$ cat config.mk
export PLATFORM = sky130hd
export DESIGN_NAME = dft_ctrl_mc_flat
export DESIGN_NICKNAME = d
export VERILOG_FILES = /design/src/rtl/dft_ctrl_mc_if.sv /design/src/rtl/dft_ctrl_mc.sv /design/src/flat_wrapper.sv
export SDC_FILE = /design/constraint.sdc
export NUM_CORES = 1
export LEC_CHECK = 0
export ABC_AREA = 1
export CORE_UTILIZATION = 55
export CTS_BUF_LIST = sky130_fd_sc_hd__clkbuf_4
export CTS_CLUSTER_SIZE = 24
export DETAILED_ROUTE_END_ITERATION = 10
export PLACE_DENSITY_LB_ADDON = 0.3
export SYNTH_ARGS = -nofsm -noshare
export SYNTH_HDL_FRONTEND = slang
export SYNTH_SLANG_ARGS = --single-unit
$ cat constraint.sdc
create_clock -name clk -period 2.3 [get_ports clk]
set_input_delay 0.345 -clock clk [delete_from_list [all_inputs] [get_ports clk]]
set_output_delay 0.345 -clock clk [all_outputs]
set_load 0.005 [all_outputs]
$ cat src/rtl/dft_ctrl_mc_if.sv
// Host-side op/commit handshake bundle for the multi-chain DFT scan/dump controller.
`timescale 1ns/1ps
interface dft_ctrl_mc_if #(
  parameter int NCHAINS = 4,
  parameter int LEN_W   = 32
);
  logic               val_op;
  logic               op_ack;
  logic [NCHAINS-1:0] chain_mask;
  logic [LEN_W-1:0]   chain_len;
  logic               op_commit;
  logic               commit_ack;
  logic               busy;

  modport master (
    output val_op, chain_mask, chain_len, commit_ack,
    input  op_ack, op_commit, busy
  );

  modport slave (
    input  val_op, chain_mask, chain_len, commit_ack,
    output op_ack, op_commit, busy
  );
endinterface

$ cat src/rtl/dft_ctrl_mc.sv
// Multi-chain DFT scan/dump controller: scans each masked chain into the word buffer, then dumps it.
// Optional abort support is enabled with the DFT_CTRL_MC_ABORT_EN macro.
`timescale 1ns/1ps
module dft_ctrl_mc #(
  parameter int NCHAINS = 4,
  parameter int WORD_W  = 32,
  parameter int LEN_W   = 32,
  parameter int CH_W    = (NCHAINS > 1) ? $clog2(NCHAINS) : 1
) (
  input  logic               clk,
  input  logic               reset,
  dft_ctrl_mc_if.slave       host,
`ifdef DFT_CTRL_MC_ABORT_EN
  input  logic               abort,
  output logic               op_aborted,
`endif
  output logic               dft_out_strobe,
  output logic [CH_W-1:0]    dft_out_chain,
  output logic [NCHAINS-1:0] sc_sen,
  output logic [NCHAINS-1:0] sc_ce,
  output logic [CH_W-1:0]    chain_sel,
  output logic               buf_op,
  output logic               buf_sin_sel,
  output logic               buf_val_op,
  output logic               buf_reset,
  input  logic               buf_op_ack,
  input  logic               buf_op_commit,
  input  logic               buf_scaning
);
  localparam int WSH   = $clog2(WORD_W);
  localparam int PTR_W = CH_W + 1;

  typedef enum logic [3:0] {
    IDLE, SEL, SCAN_RST, SCAN_PREP, SCAN, DUMP_RST, DUMP_PREP, DUMP, FINISH
  } state_t;

  state_t             state_reg;
  logic [NCHAINS-1:0] mask_reg;
  logic [LEN_W-1:0]   len_reg;
  logic [LEN_W-1:0]   bit_cnt_reg;
  logic [LEN_W:0]     word_cnt_reg;
  logic [PTR_W-1:0]   ptr_reg;
  logic [CH_W-1:0]    cur_reg;
  logic               strobe_reg;
  logic [CH_W-1:0]    strobe_chain_reg;

  logic [LEN_W:0]     nwords;
  logic               found;
  logic [CH_W-1:0]    found_idx;
  logic               bits_left;
  logic               shift_en;
  logic               sen_active;
  logic               words_done;
  logic               kill;

`ifdef DFT_CTRL_MC_ABORT_EN
  logic aborted_reg;
  assign kill       = abort & (state_reg != IDLE) & (state_reg != FINISH);
  assign op_aborted = aborted_reg & (state_reg == FINISH);
`else
  assign kill = 1'b0;
`endif

  // Extra bit keeps the round-up from wrapping when len is near its maximum.
  assign nwords     = ({1'b0, len_reg} + (LEN_W+1)'(WORD_W - 1)) >> WSH;
  assign words_done = (word_cnt_reg == nwords);
  assign bits_left  = (bit_cnt_reg < len_reg);
  assign shift_en   = (state_reg == SCAN) & bits_left & buf_scaning & ~kill;
  assign sen_active = (state_reg inside {SCAN_RST, SCAN_PREP, SCAN, DUMP_RST, DUMP_PREP, DUMP}) & ~kill;

  // Lowest set mask bit at or above ptr; descending loop leaves the lowest hit.
  always_comb begin
    found     = 1'b0;
    found_idx = '0;
    for (int i = NCHAINS - 1; i >= 0; i--) begin
      if (mask_reg[i] && (PTR_W'(i) >= ptr_reg)) begin
        found     = 1'b1;
        found_idx = CH_W'(i);
      end
    end
  end

  for (genvar gi = 0; gi < NCHAINS; gi++) begin : g_chain
    assign sc_sen[gi] = sen_active & (cur_reg == CH_W'(gi));
    assign sc_ce[gi]  = shift_en & (cur_reg == CH_W'(gi));
  end

  assign host.op_ack    = (state_reg == IDLE) & host.val_op;
  assign host.busy      = (state_reg != IDLE);
  assign host.op_commit = (state_reg == FINISH);

  assign buf_op      = ~(state_reg inside {SCAN_RST, SCAN_PREP, SCAN});
  assign buf_reset   = (state_reg inside {IDLE, SCAN_RST, DUMP_RST});
  assign buf_val_op  = ((state_reg == SCAN_PREP) | (state_reg == DUMP_PREP)) & ~words_done & ~kill;
  assign buf_sin_sel = (state_reg == SCAN) & bits_left & ~kill;
  assign chain_sel   = cur_reg;

  assign dft_out_strobe = strobe_reg;
  assign dft_out_chain  = strobe_chain_reg;

  always_ff @(posedge clk) begin
    if (reset) begin
      state_reg        <= IDLE;
      mask_reg         <= '0;
      len_reg          <= '0;
      bit_cnt_reg      <= '0;
      word_cnt_reg     <= '0;
      ptr_reg          <= '0;
      cur_reg          <= '0;
      strobe_reg       <= 1'b0;
      strobe_chain_reg <= '0;
`ifdef DFT_CTRL_MC_ABORT_EN
      aborted_reg      <= 1'b0;
`endif
    end else begin
      strobe_reg <= 1'b0;
`ifdef DFT_CTRL_MC_ABORT_EN
      if (kill) begin
        state_reg   <= FINISH;
        aborted_reg <= 1'b1;
      end else
`endif
      begin
        case (state_reg)
          IDLE: begin
            if (host.val_op) begin
              mask_reg  <= host.chain_mask;
              len_reg   <= host.chain_len;
              ptr_reg   <= '0;
              state_reg <= SEL;
`ifdef DFT_CTRL_MC_ABORT_EN
              aborted_reg <= 1'b0;
`endif
            end
          end
          SEL: begin
            if (!found || (len_reg == '0)) begin
              state_reg <= FINISH;
            end else begin
              cur_reg   <= found_idx;
              state_reg <= SCAN_RST;
            end
          end
          SCAN_RST: begin
            bit_cnt_reg  <= '0;
            word_cnt_reg <= '0;
            state_reg    <= SCAN_PREP;
          end
          SCAN_PREP: begin
            if (words_done) begin
              state_reg <= DUMP_RST;
            end else if (buf_op_ack) begin
              state_reg <= SCAN;
            end
          end
          SCAN: begin
            if (shift_en) begin
              bit_cnt_reg <= bit_cnt_reg + LEN_W'(1);
            end
            if (buf_op_commit) begin
              word_cnt_reg <= word_cnt_reg + (LEN_W+1)'(1);
              state_reg    <= SCAN_PREP;
            end
          end
          DUMP_RST: begin
            word_cnt_reg <= '0;
            state_reg    <= DUMP_PREP;
          end
          DUMP_PREP: begin
            if (words_done) begin
              ptr_reg   <= PTR_W'(cur_reg) + PTR_W'(1);
              state_reg <= SEL;
            end else if (buf_op_ack) begin
              state_reg <= DUMP;
            end
          end
          DUMP: begin
            if (buf_op_commit) begin
              word_cnt_reg     <= word_cnt_reg + (LEN_W+1)'(1);
              strobe_reg       <= 1'b1;
              strobe_chain_reg <= cur_reg;
              state_reg        <= DUMP_PREP;
            end
          end
          FINISH: begin
            if (host.commit_ack) begin
              state_reg <= IDLE;
            end
          end
          default: state_reg <= IDLE;
        endcase
      end
    end
  end
endmodule

$ cat src/flat_wrapper.sv
// flat-port wrapper written by rule: the top's interface ports become plain ports
module dft_ctrl_mc_flat 
#(
  parameter int NCHAINS = 4,
  parameter int WORD_W  = 32,
  parameter int LEN_W   = 32,
  parameter int CH_W    = (NCHAINS > 1) ? $clog2(NCHAINS) : 1
)
  (clk, reset, dft_out_strobe, dft_out_chain, sc_sen, sc_ce, chain_sel, buf_op, buf_sin_sel, buf_val_op, buf_reset, buf_op_ack, buf_op_commit, buf_scaning, host_val_op, host_chain_mask, host_chain_len, host_commit_ack, host_op_ack, host_op_commit, host_busy);
  dft_ctrl_mc_if #(.NCHAINS(NCHAINS), .LEN_W(LEN_W)) host_i ();
  input  logic clk;
  input  logic reset;
  output logic dft_out_strobe;
  output logic [CH_W-1:0] dft_out_chain;
  output logic [NCHAINS-1:0] sc_sen;
  output logic [NCHAINS-1:0] sc_ce;
  output logic [CH_W-1:0] chain_sel;
  output logic buf_op;
  output logic buf_sin_sel;
  output logic buf_val_op;
  output logic buf_reset;
  input  logic buf_op_ack;
  input  logic buf_op_commit;
  input  logic buf_scaning;
  input wire logic [$bits(host_i.val_op)-1:0] host_val_op;
  input wire logic [$bits(host_i.chain_mask)-1:0] host_chain_mask;
  input wire logic [$bits(host_i.chain_len)-1:0] host_chain_len;
  input wire logic [$bits(host_i.commit_ack)-1:0] host_commit_ack;
  output wire logic [$bits(host_i.op_ack)-1:0] host_op_ack;
  output wire logic [$bits(host_i.op_commit)-1:0] host_op_commit;
  output wire logic [$bits(host_i.busy)-1:0] host_busy;
  assign host_i.val_op = host_val_op;
  assign host_i.chain_mask = host_chain_mask;
  assign host_i.chain_len = host_chain_len;
  assign host_i.commit_ack = host_commit_ack;
  assign host_op_ack = host_i.op_ack;
  assign host_op_commit = host_i.op_commit;
  assign host_busy = host_i.busy;
  dft_ctrl_mc #(.NCHAINS(NCHAINS), .WORD_W(WORD_W), .LEN_W(LEN_W), .CH_W(CH_W)) u_core (.clk(clk), .reset(reset), .host(host_i), .dft_out_strobe(dft_out_strobe), .dft_out_chain(dft_out_chain), .sc_sen(sc_sen), .sc_ce(sc_ce), .chain_sel(chain_sel), .buf_op(buf_op), .buf_sin_sel(buf_sin_sel), .buf_val_op(buf_val_op), .buf_reset(buf_reset), .buf_op_ack(buf_op_ack), .buf_op_commit(buf_op_commit), .buf_scaning(buf_scaning));
endmodule
Yosys cells after proc, flatten, opt, wreduce, memory -nomap -nowiden
Cells that the tools add are included.
{"block": "totals", "output_inout_bits": 20, "wordCells": 108, "regBits": 113, "input_bits": 43}
{"block": "classes", "bitwise": 17, "magnitude_cmp": 5, "reduce_logical": 26, "addsub": 4, "n_mux": 26, "eq_ne": 21}
{"op": "33-bit one-hot mux with 2 select lines", "n": 1}
{"op": "32-bit one-hot mux with 2 select lines", "n": 1}
{"op": "4-bit 2-to-1 mux", "n": 9}
{"op": "4-bit one-hot mux with 9 select lines", "n": 1}
{"op": "32-bit by 5-bit adder with 33-bit output, second input constant", "n": 1}
{"op": "33-bit by 1-bit adder with 33-bit output, second input constant", "n": 1}
{"op": "33-bit by 28-bit equality test with 1-bit output", "n": 1}
{"op": "33-bit 2-to-1 mux", "n": 1}
{"op": "32-bit by 1-bit adder with 32-bit output, second input constant", "n": 1}
{"op": "32-bit logical NOT", "n": 1}
{"op": "32-bit < comparator", "n": 1}
{"op": "32-bit 2-to-1 mux", "n": 1}
{"op": "4-bit by 3-bit equality test with 1-bit output, second input constant", "n": 4}
{"op": "1-bit AND", "n": 12}
{"op": "2-bit AND reduction", "n": 5}
{"op": "4-bit by 2-bit equality test with 1-bit output, second input constant", "n": 2}
{"op": "2-bit 2-to-1 mux", "n": 4}
{"op": "2-bit inequality test, second input constant", "n": 4}
{"op": "1-bit by 3-bit greater-or-equal comparator with 1-bit output, first input constant", "n": 2}
{"op": "2-bit by 3-bit greater-or-equal comparator with 1-bit output, first input constant", "n": 2}
{"op": "3-bit 2-to-1 mux", "n": 2}
{"op": "2-bit by 1-bit inequality test with 1-bit output, second input constant", "n": 3}
{"op": "3-bit by 2-bit inequality test with 1-bit output, second input constant", "n": 2}
{"op": "3-bit one-hot mux with 2 select lines", "n": 1}
{"op": "20 further kinds", "n": 36}

Logic depth before layout (Yosys ltp)
Gate-level depths: netlist of run 1.
{"block": "depth", "depth_word": 10, "mapped_depth": 18, "ltp_nobuf": 18}

Worst setup path before layout of run 1
Ideal clock, no wire load.
{"block": "synth_path", "kind": "register to output", "from": "reg u_core.len_reg[19]", "to": "out sc_ce[0]", "path_stages_with_launch": 12, "setup_slack_ps": -15, "t_required_ps": 1955, "path_buffers": 1, "arrival_ps": 1970, "path_cell_list": "dfxtp_1 > inv_1 > ha_1 > a21oi_1 > o21ai_0 > a31o_2 > nand2_1 > o2111ai_1 > nor2_1 > nand3_1 > clkbuf_1 > nor2_1"}
{"block": "synth_via", "elab_chain_cells": 4}
{"element": "from (decl)", "line": "dft_ctrl_mc.sv:39", "source": "logic [LEN_W-1:0] len_reg;"}
{"element": "from (signal assigned)", "line": "dft_ctrl_mc.sv:128", "source": "len_reg <= host.chain_len;"}
{"element": "32-bit < comparator", "line": "dft_ctrl_mc.sv:67", "source": "assign bits_left = (bit_cnt_reg < len_reg);"}
{"element": "1-bit AND (2 in series)", "line": "dft_ctrl_mc.sv:68", "source": "assign shift_en = (state_reg == SCAN) & bits_left & buf_scaning & ~kill;"}
{"element": "1-bit AND", "line": "dft_ctrl_mc.sv:85", "source": "assign sc_ce[gi] = shift_en & (cur_reg == CH_W'(gi));"}
{"element": "to (decl)", "line": "flat_wrapper.sv:16", "source": "output logic [NCHAINS-1:0] sc_ce;"}
Every way passes these cells.

Worst setup path in the final report of run 1
{"block": "layout_path", "from": "reg u_core.len_reg[26]", "to": "out buf_val_op"}
{"block": "layout_via", "elab_chain_cells": 4}
{"element": "32-bit by 5-bit adder with 33-bit output", "line": "dft_ctrl_mc.sv:65", "source": "assign nwords = ({1'b0, len_reg} + (LEN_W+1)'(WORD_W - 1)) >> WSH;"}
{"element": "33-bit by 28-bit equality test with 1-bit output", "line": "dft_ctrl_mc.sv:66", "source": "assign words_done = (word_cnt_reg == nwords);"}
{"element": "1-bit NOT", "line": "dft_ctrl_mc.sv:94", "source": "assign buf_val_op = ((state_reg == SCAN_PREP) | (state_reg == DUMP_PREP)) & ~words_done & ~kill;"}
{"element": "1-bit AND", "line": "dft_ctrl_mc.sv:94"}
{"element": "to (decl)", "line": "flat_wrapper.sv:20", "source": "output logic buf_val_op;"}
Every way passes these cells.

==> results of run 1 <==
[worst register-to-register path, delay by kind of cell, from the launching register on]
family,cells,cell delay (ns)
and+or+nand+nor,7,1.05
buffers and inverters,8,0.98
DFF,1,0.38
adders and majority gates,1,0.28
AOI/OAI and AO/OA,1,0.07
[worst max path at each step]
| stage | start | endpoint | cells past startpoint |
|---|---|---|---|
| floorplan | u_core.len_reg[19]$_SDFFE_PP0P_ | sc_ce[0] | 11 |
| global placement | u_core.len_reg[0]$_SDFFE_PP0P_ | buf_val_op | 13 |
| detailed placement | u_core.len_reg[19]$_SDFFE_PP0P_ | sc_ce[1] | 11 |
| CTS | u_core.len_reg[5]$_SDFFE_PP0P_ | buf_val_op | 15 |
| global route | u_core.len_reg[20]$_SDFFE_PP0P_ | buf_val_op | 14 |
| finish | u_core.len_reg[26]$_SDFFE_PP0P_ | buf_val_op | 14 |
[per-layer routing]
layer,up-vias,GRT usage [%]
met5,-,0
met4,0,18.67
met3,252,7.754
met2,828,60.75
met1,4665,45.64
li1,4501,-
[cell families (layout without fill, tap and decap cells)]
kind of cell	Yosys count	in the layout	share of synthesized area [%]
simple gates	585	585	34.63
compound gates	216	216	15.16
buf+inv	185	469	9.224
flops	113	113	29.10
xor+xnor	51	51	5.924
fa+ha+maj	37	37	5.956
other cells	0	1	0
[power groups by stage]
stage	clock network, mW	registers [mW]	logic [mW]
3_3_place_gp	0	2.47	3.45
5_1_grt	1.58	2.58	5.23
2_1_floorplan	0	2.49	1.91
3_5_place_dp	0	2.48	3.52
4_1_cts	1.48	2.49	4.11
6_report	1.50	2.56	4.94
[per-stage QoR]
step | setup slack, ns | instance area, sq um | std cells | setup TNS (ns)
final | -0.6265 | 11680 | 1652 | -20.19
after global routing | -0.7135 | 11680 | 1652 | -23.63
after CTS | -0.4789 | 10880 | 1634 | -11.05
after detailed placement | -0.4886 | 9882 | 1577 | -11.31
after global placement | -0.3867 | 9882 | 1577 | -10.13
after floorplan | 0.01117 | 7774 | 1187 | 0
[cells in the final DEF, fill, tap and decap left out, types with 6 or more instances in the layout]
| cell type | n |
|---|---|
| buf_2 | 6 |
| nand2_2 | 30 |
| nand2_1 | 206 |
| o21a_1 | 7 |
| nor2_2 | 17 |
| nand3_1 | 59 |
| inv_2 | 24 |
| inv_1 | 122 |
| nand4_1 | 29 |
| ha_4 | 16 |
| nand2_4 | 11 |
| xnor2_1 | 20 |
| nand3_4 | 9 |
| o21ai_0 | 52 |
| clkdlybuf4s50_1 | 48 |
| a21oi_2 | 30 |
| clkbuf_4 | 17 |
| dfxtp_2 | 34 |
| a21oi_1 | 91 |
| nand3_2 | 15 |
| buf_4 | 185 |
| nor4_1 | 16 |
| nor2_1 | 113 |
| dfxtp_1 | 74 |
| o21ai_1 | 11 |
| buf_12 | 8 |
| buf_6 | 21 |
| nor2_4 | 18 |
| xor2_1 | 29 |
| ha_1 | 21 |
| nor3_2 | 8 |
| nor3_1 | 33 |
| clkinvlp_4 | 8 |
[repair_timing]
action / CTS / global route
setup buffers: 21 / 17
hold buffers: 0 / 0
gates cloned: 5 / 1
endpoints found under the setup margin: 50 / 68
resized for setup: 148 / 189
pin swaps: 41 / 56
[final cells by class]
cell class              instances  area share, %
multi-input cells             889          48.67
repair buffers                285          22.20
flip-flops and latches        113          19.89
inverters                     152          4.969
well taps                     180          1.928
clock inverters                15          1.232
clock buffers                  17          1.092
diodes                          1        0.02142
==> results.sh, run 1 <==
export IMPL_status="complete, but fails checks"
export IMPL_violations="negative setup slack"
export IMPL_startpoint_type="flip-flop"
export IMPL_rows=43
export IMPL_rr_endpoint="u_core.bit_cnt_reg[16]$_SDFFE_PP0P_"
export IMPL_via_per_inst=6.202
export IMPL_finalNetCount=1538
export IMPL_ys_warnings_count=0
export IMPL_synth_most_common_cell="nand2_1"
export IMPL_synth_top_area_share_pct=29.10
export IMPL_wl_microns=31750
export IMPL_holdPathEnd="u_core.mask_reg[3]$_SDFFE_PP0P_"
export IMPL_cts_root_buf="clkbuf_4"
export IMPL_synth_edff_count=0
export IMPL_gr_total_overflow=0
export IMPL_avgSynthCellArea_sq_um=6.548
export IMPL_p_comb_share_pct=55.0
export IMPL_worstHoldPathCells=3
export IMPL_fmax_mhz=341.7
export IMPL_grt_usage_pct=36.98
export IMPL_worstPathMaxFanout=4
export IMPL_fin_ws_ns=-0.6265
export IMPL_dieArea_sq_um=14610
export IMPL_fillerInstances=720
export IMPL_synthTopCellsByArea="dfxtp_1 (29%), nand2_1 (12%), a21oi_1 (7.8%)"
export IMPL_rsz0062_at_grt="true"
export IMPL_start_util_pct=56.21
export IMPL_ys_seq_area_share_pct=29.10
export IMPL_fin_util_pct=84.49
export IMPL_min_from="host_chain_mask[3]"
export IMPL_cts_num_sinks=113
export IMPL_wire_per_inst_microns=19.22
export IMPL_coreArea_sq_um=13830
export IMPL_p_int_mw=5.128
export IMPL_synth_distinct_cells=52
export IMPL_crit_path_cell_trace="buf_4 -> nand4_1 -> buf_4 -> o21ai_1 -> nand2_1 -> inv_1 -> nand2_1 -> nor2_1 -> nand3_1 -> nor2_4 -> nand3_4 -> o21ai_2 -> inv_1 -> buf_2"
export IMPL_switching_share_pct=43.00
export IMPL_die_height_microns=120.9
export IMPL_multiInputGateArea_sq_um=5685
export IMPL_r2r_slack_ns=-0.59
export IMPL_hold_path_class="in -> reg"
export IMPL_area_delta_synth_final_pct=50.31
export IMPL_cp_top_family="simple AND/OR/NAND/NOR gates"
export IMPL_cpPeakStageDelay_ns=0.38
export IMPL_ys_ff_latch=113
export IMPL_synthFlopType="dfxtp_1"
export IMPL_powerDensity_nw_per_um2=770.1
export IMPL_rr_startpoint="u_core.len_reg[29]$_SDFFE_PP0P_"
export IMPL_finalCritPeriodShare_pct=127.2
export IMPL_drive_gt1_share_pct=34.53
export IMPL_io_pin_count=63
export IMPL_clockPowerShare_pct=16.6
export IMPL_drv_cap=0
export IMPL_grt_pass1_wl_microns=42500
export IMPL_synthArstFlopShare_pct=0
export IMPL_synth_top_cell_by_area="dfxtp_1"
export IMPL_cp_slowest_cell="dfxtp_4"
export IMPL_die_x_microns=120.9
export IMPL_setup_violations=48
export IMPL_cts_path_max_buffers=2
export IMPL_clkTransAtPathRegs_ns=0.11
export IMPL_dr_wl_met3_microns=3485
export IMPL_antenna_found_initial=1
export IMPL_hpwlAfterDp_microns=18400
export IMPL_gp_congestion=0.9922
export IMPL_whs_ns=0.3487
export IMPL_crit_required_ns=1.96
export IMPL_p_leak_nw=4.800
export IMPL_worst_r2r_path_depth=17
export IMPL_route_detailed_drc=0
export IMPL_worstPathBufferInverterCount=5
export IMPL_route_met2_wl_microns=14530
export IMPL_p_sw_mw=3.868
export IMPL_drt_pass1_iterations=7
export IMPL_top_layer="met4"
export IMPL_arrival_ns=2.58
export IMPL_portBuffers=62
export IMPL_seq_area_sq_um=2323
export IMPL_power_frac_seq_pct=28.4
export IMPL_grt_max_degree=64
export IMPL_clock_latency_ns=0.59
export IMPL_vias=10250
export IMPL_syn_nets=1267
export IMPL_hold_violations=0
export IMPL_grt_pass1_vias=9000
export IMPL_first_iter_violations=1436
export IMPL_total_power_mw=8.996
export IMPL_ctsHtreeMaxLevel=4
export IMPL_relSlewSlack_pct=59.03
export IMPL_tightestPinTransition_ns=0.6089
export IMPL_skew_ns=0.02335
export IMPL_synthTopCellsByCount="nand2_1 (241), inv_1 (143), nor2_1 (135)"
export IMPL_vdd_drop_max_uv=741.6
export IMPL_syn_area_sq_um=7772
export IMPL_largest_reg_flops=33
export IMPL_cp_end_kind="output pin"
export IMPL_synthCells=1187
export IMPL_numCtsBuffers=17
export IMPL_crit_type="reg -> out"
export IMPL_layout_min_cycle_time_ns=2.927
export IMPL_wl_met1_microns=11460
export IMPL_cts_tree="yes"
export IMPL_final_antenna_net_count=0
export IMPL_slew_violations=0
Note: power is estimated with default switching activity, not from simulation.
==> run 2, diff against run 1 <==
--- a/config.mk
+++ b/config.mk
@@ -6,7 +6,7 @@
 export NUM_CORES = 1
 export LEC_CHECK = 0
 export ABC_AREA = 1
-export CORE_UTILIZATION = 55
+export CORE_UTILIZATION = 61
 export CTS_BUF_LIST = sky130_fd_sc_hd__clkbuf_4
 export CTS_CLUSTER_SIZE = 24
 export DETAILED_ROUTE_END_ITERATION = 10
==> constraint.sdc (replaced) <==
create_clock -name clk -period 3 [get_ports clk]
set_input_delay 0.45 -clock clk [delete_from_list [all_inputs] [get_ports clk]]
set_output_delay 0.45 -clock clk [all_outputs]
set_load 0.005 [all_outputs]
==> results.sh, run 2 (synthesis results as in run 1) <==
export IMPL_ctsHtreeMaxLevel=4
export IMPL_drv_cap=0
export IMPL_grt_pass1_wl_microns=36360
export IMPL_total_power_mw=5.653
export IMPL_fillerInstances=903
export IMPL_fmax_mhz=332.7
export IMPL_layout_min_cycle_time_ns=3.006
export IMPL_hold_violations=0
export IMPL_final_antenna_net_count=0
export IMPL_cts_num_sinks=113
export IMPL_gr_total_overflow=0
export IMPL_rsz0062_at_grt="true"
export IMPL_die_x_microns=114.9
export IMPL_layout_common_cells="nand2_1 (232), inv_1 (129), nor2_1 (120), a21oi_1 (116), dfxtp_1 (75)"
export IMPL_antenna_found_initial=1
export IMPL_stdcell_area_sq_um=9628
export IMPL_crit_type="reg -> out"
export IMPL_gp_congestion=0.9301
export IMPL_vdd_drop_max_uv=506.5
export IMPL_place_area_sq_um=8636
export IMPL_drive_gt1_share_pct=18.38
export IMPL_powerDensity_nw_per_um2=587.2
export IMPL_multiInputGateArea_sq_um=5235
export IMPL_numCtsBuffers=17
export IMPL_area_delta_synth_final_pct=23.87
export IMPL_finalCritPeriodShare_pct=100.2
export IMPL_p_leak_nw=3.609
export IMPL_grt_max_degree=65
export IMPL_cts_tree="yes"
export IMPL_coreArea_sq_um=12210
export IMPL_first_iter_violations=957
export IMPL_tightestPinTransition_ns=0.5915
export IMPL_crit_required_ns=2.55
export IMPL_clkTransAtPathRegs_ns=0.12
export IMPL_fin_ws_ns=-0.005934
export IMPL_cts_path_max_buffers=2
export IMPL_finalSetupTns_ns=-0.005934
export IMPL_route_detailed_drc=0
export IMPL_grt_usage_pct=35.31
export IMPL_seq_area_sq_um=2335
export IMPL_arrival_ns=2.56
export IMPL_drt_pass1_iterations=9
export IMPL_violations="negative setup slack"
export IMPL_hpwlAfterDp_microns=16320
export IMPL_layout_commonest_cell="nand2_1"
export IMPL_start_util_pct=63.65
export IMPL_hold_path_class="reg -> reg"
export IMPL_cp_end_kind="output pin"
export IMPL_cts_root_buf="clkbuf_4"
export IMPL_largest_reg_flops=33
export IMPL_clock_latency_ns=0.58
export IMPL_io_pin_count=63
export IMPL_die_height_microns=114.9
export IMPL_skew_ns=0.02177
export IMPL_vias=8694
export IMPL_rows=40
export IMPL_dieArea_sq_um=13200
export IMPL_slew_violations=0
export IMPL_startpoint_type="flip-flop"
export IMPL_portBuffers=62
export IMPL_setup_violations=1
export IMPL_grt_pass1_vias=7721
export IMPL_via_per_inst=5.918
export IMPL_finalNetCount=1369
export IMPL_worstPathMaxFanout=4
export IMPL_hold_buffers=0
export IMPL_wire_per_inst_microns=16.61
export IMPL_status="complete, but fails checks"
export IMPL_relSlewSlack_pct=60.15
export IMPL_wl_microns=24410
run 2: cell count changes in the layout (fill, tap and decap cells not counted), sizes merged:
cell | before | now
buf | 227 | 56
bufinv | 2 | 1
clkbuf | 19 | 20
clkdlybuf4s50 | 48 | 56
clkinvlp | 8 | 0
clkdlybuf4s15 | 0 | 3
clkinv | 8 | 13
dlygate4sd2 | 2 | 0
bufbuf | 1 | 0
dlymetal6s2s | 5 | 0
run 2: stage by stage:
step,hold slack [ns],util (%),setup slack [ns],cells
finish,0.4568,78.84,-0.005934,1469
global route,0.4687,78.84,-0.1242,1469
CTS,0.4515,74.41,-0.2067,1447
detailed placement,0.4366,70.72,0.1383,1406
global placement,0.4369,70.72,0.1664,1406
floorplan,0.4300,-,0.5797,1187
run 2: final timing paths:
| kind | slack [ns] | cells after the start | startpoint | end |
|---|---|---|---|---|
| hold reg to reg | 0.46 | 2 | u_core.mask_reg[1]$_SDFFE_PP0P_ | u_core.mask_reg[1]$_SDFFE_PP0P_ |
| setup reg to reg | 0.08 | 14 | u_core.len_reg[31]$_SDFFE_PP0P_ | u_core.bit_cnt_reg[12]$_SDFFE_PP0P_ |
| setup / recovery | -0.006 | 10 | u_core.len_reg[31]$_SDFFE_PP0P_ | sc_ce[0] |
| hold / removal | 0.46 | 2 | u_core.mask_reg[1]$_SDFFE_PP0P_ | u_core.mask_reg[1]$_SDFFE_PP0P_ |
run 2: layout make-up:
class / instances / area share, %
sequential: 113 / 24.25
antenna: 1 / 0.02599
clock inverter: 11 / 0.7667
timing repair buffer: 116 / 10.90
multi-input combinational: 889 / 54.37
inverter: 152 / 6.017
clock buffer: 19 / 1.481
tap: 168 / 2.183
run 2: timing repair:
| action | CTS | global route |
|---|---|---|
| pin swaps | 20 | 38 |
| endpoints found under the setup margin | 6 | 38 |
| buffers inserted | 11 | 21 |
| resized for setup | 65 | 108 |
run 2: per-layer routing:
layer	share of wire [%]	track usage, %	up-vias
met5	0	0	-
met1	40	45.30	3942
li1	-	-	4152
met3	9.0	7.327	101
met2	47	57.47	499
met4	3.8	15.41	0
run 2: worst max-delay path, cell delays in order (launching register included):
cell,delay [ns]
dfxtp_2,0.35
inv_2,0.06
ha_4,0.27
nand4_1,0.20
nor4_4,0.36
nor3b_4,0.27
nand2_2,0.09
nand3_4,0.10
buf_6,0.12
nor2_4,0.03
buf_2,0.12
run 2: report_power, final:
part | total, mW | switching (mW) | internal [mW]
logic | 2.66 | 1.64 | 1.03
registers | 2.00 | 0.249 | 1.75
clock network | 0.989 | 0.591 | 0.397
total | 5.65 | 2.47 | 3.18
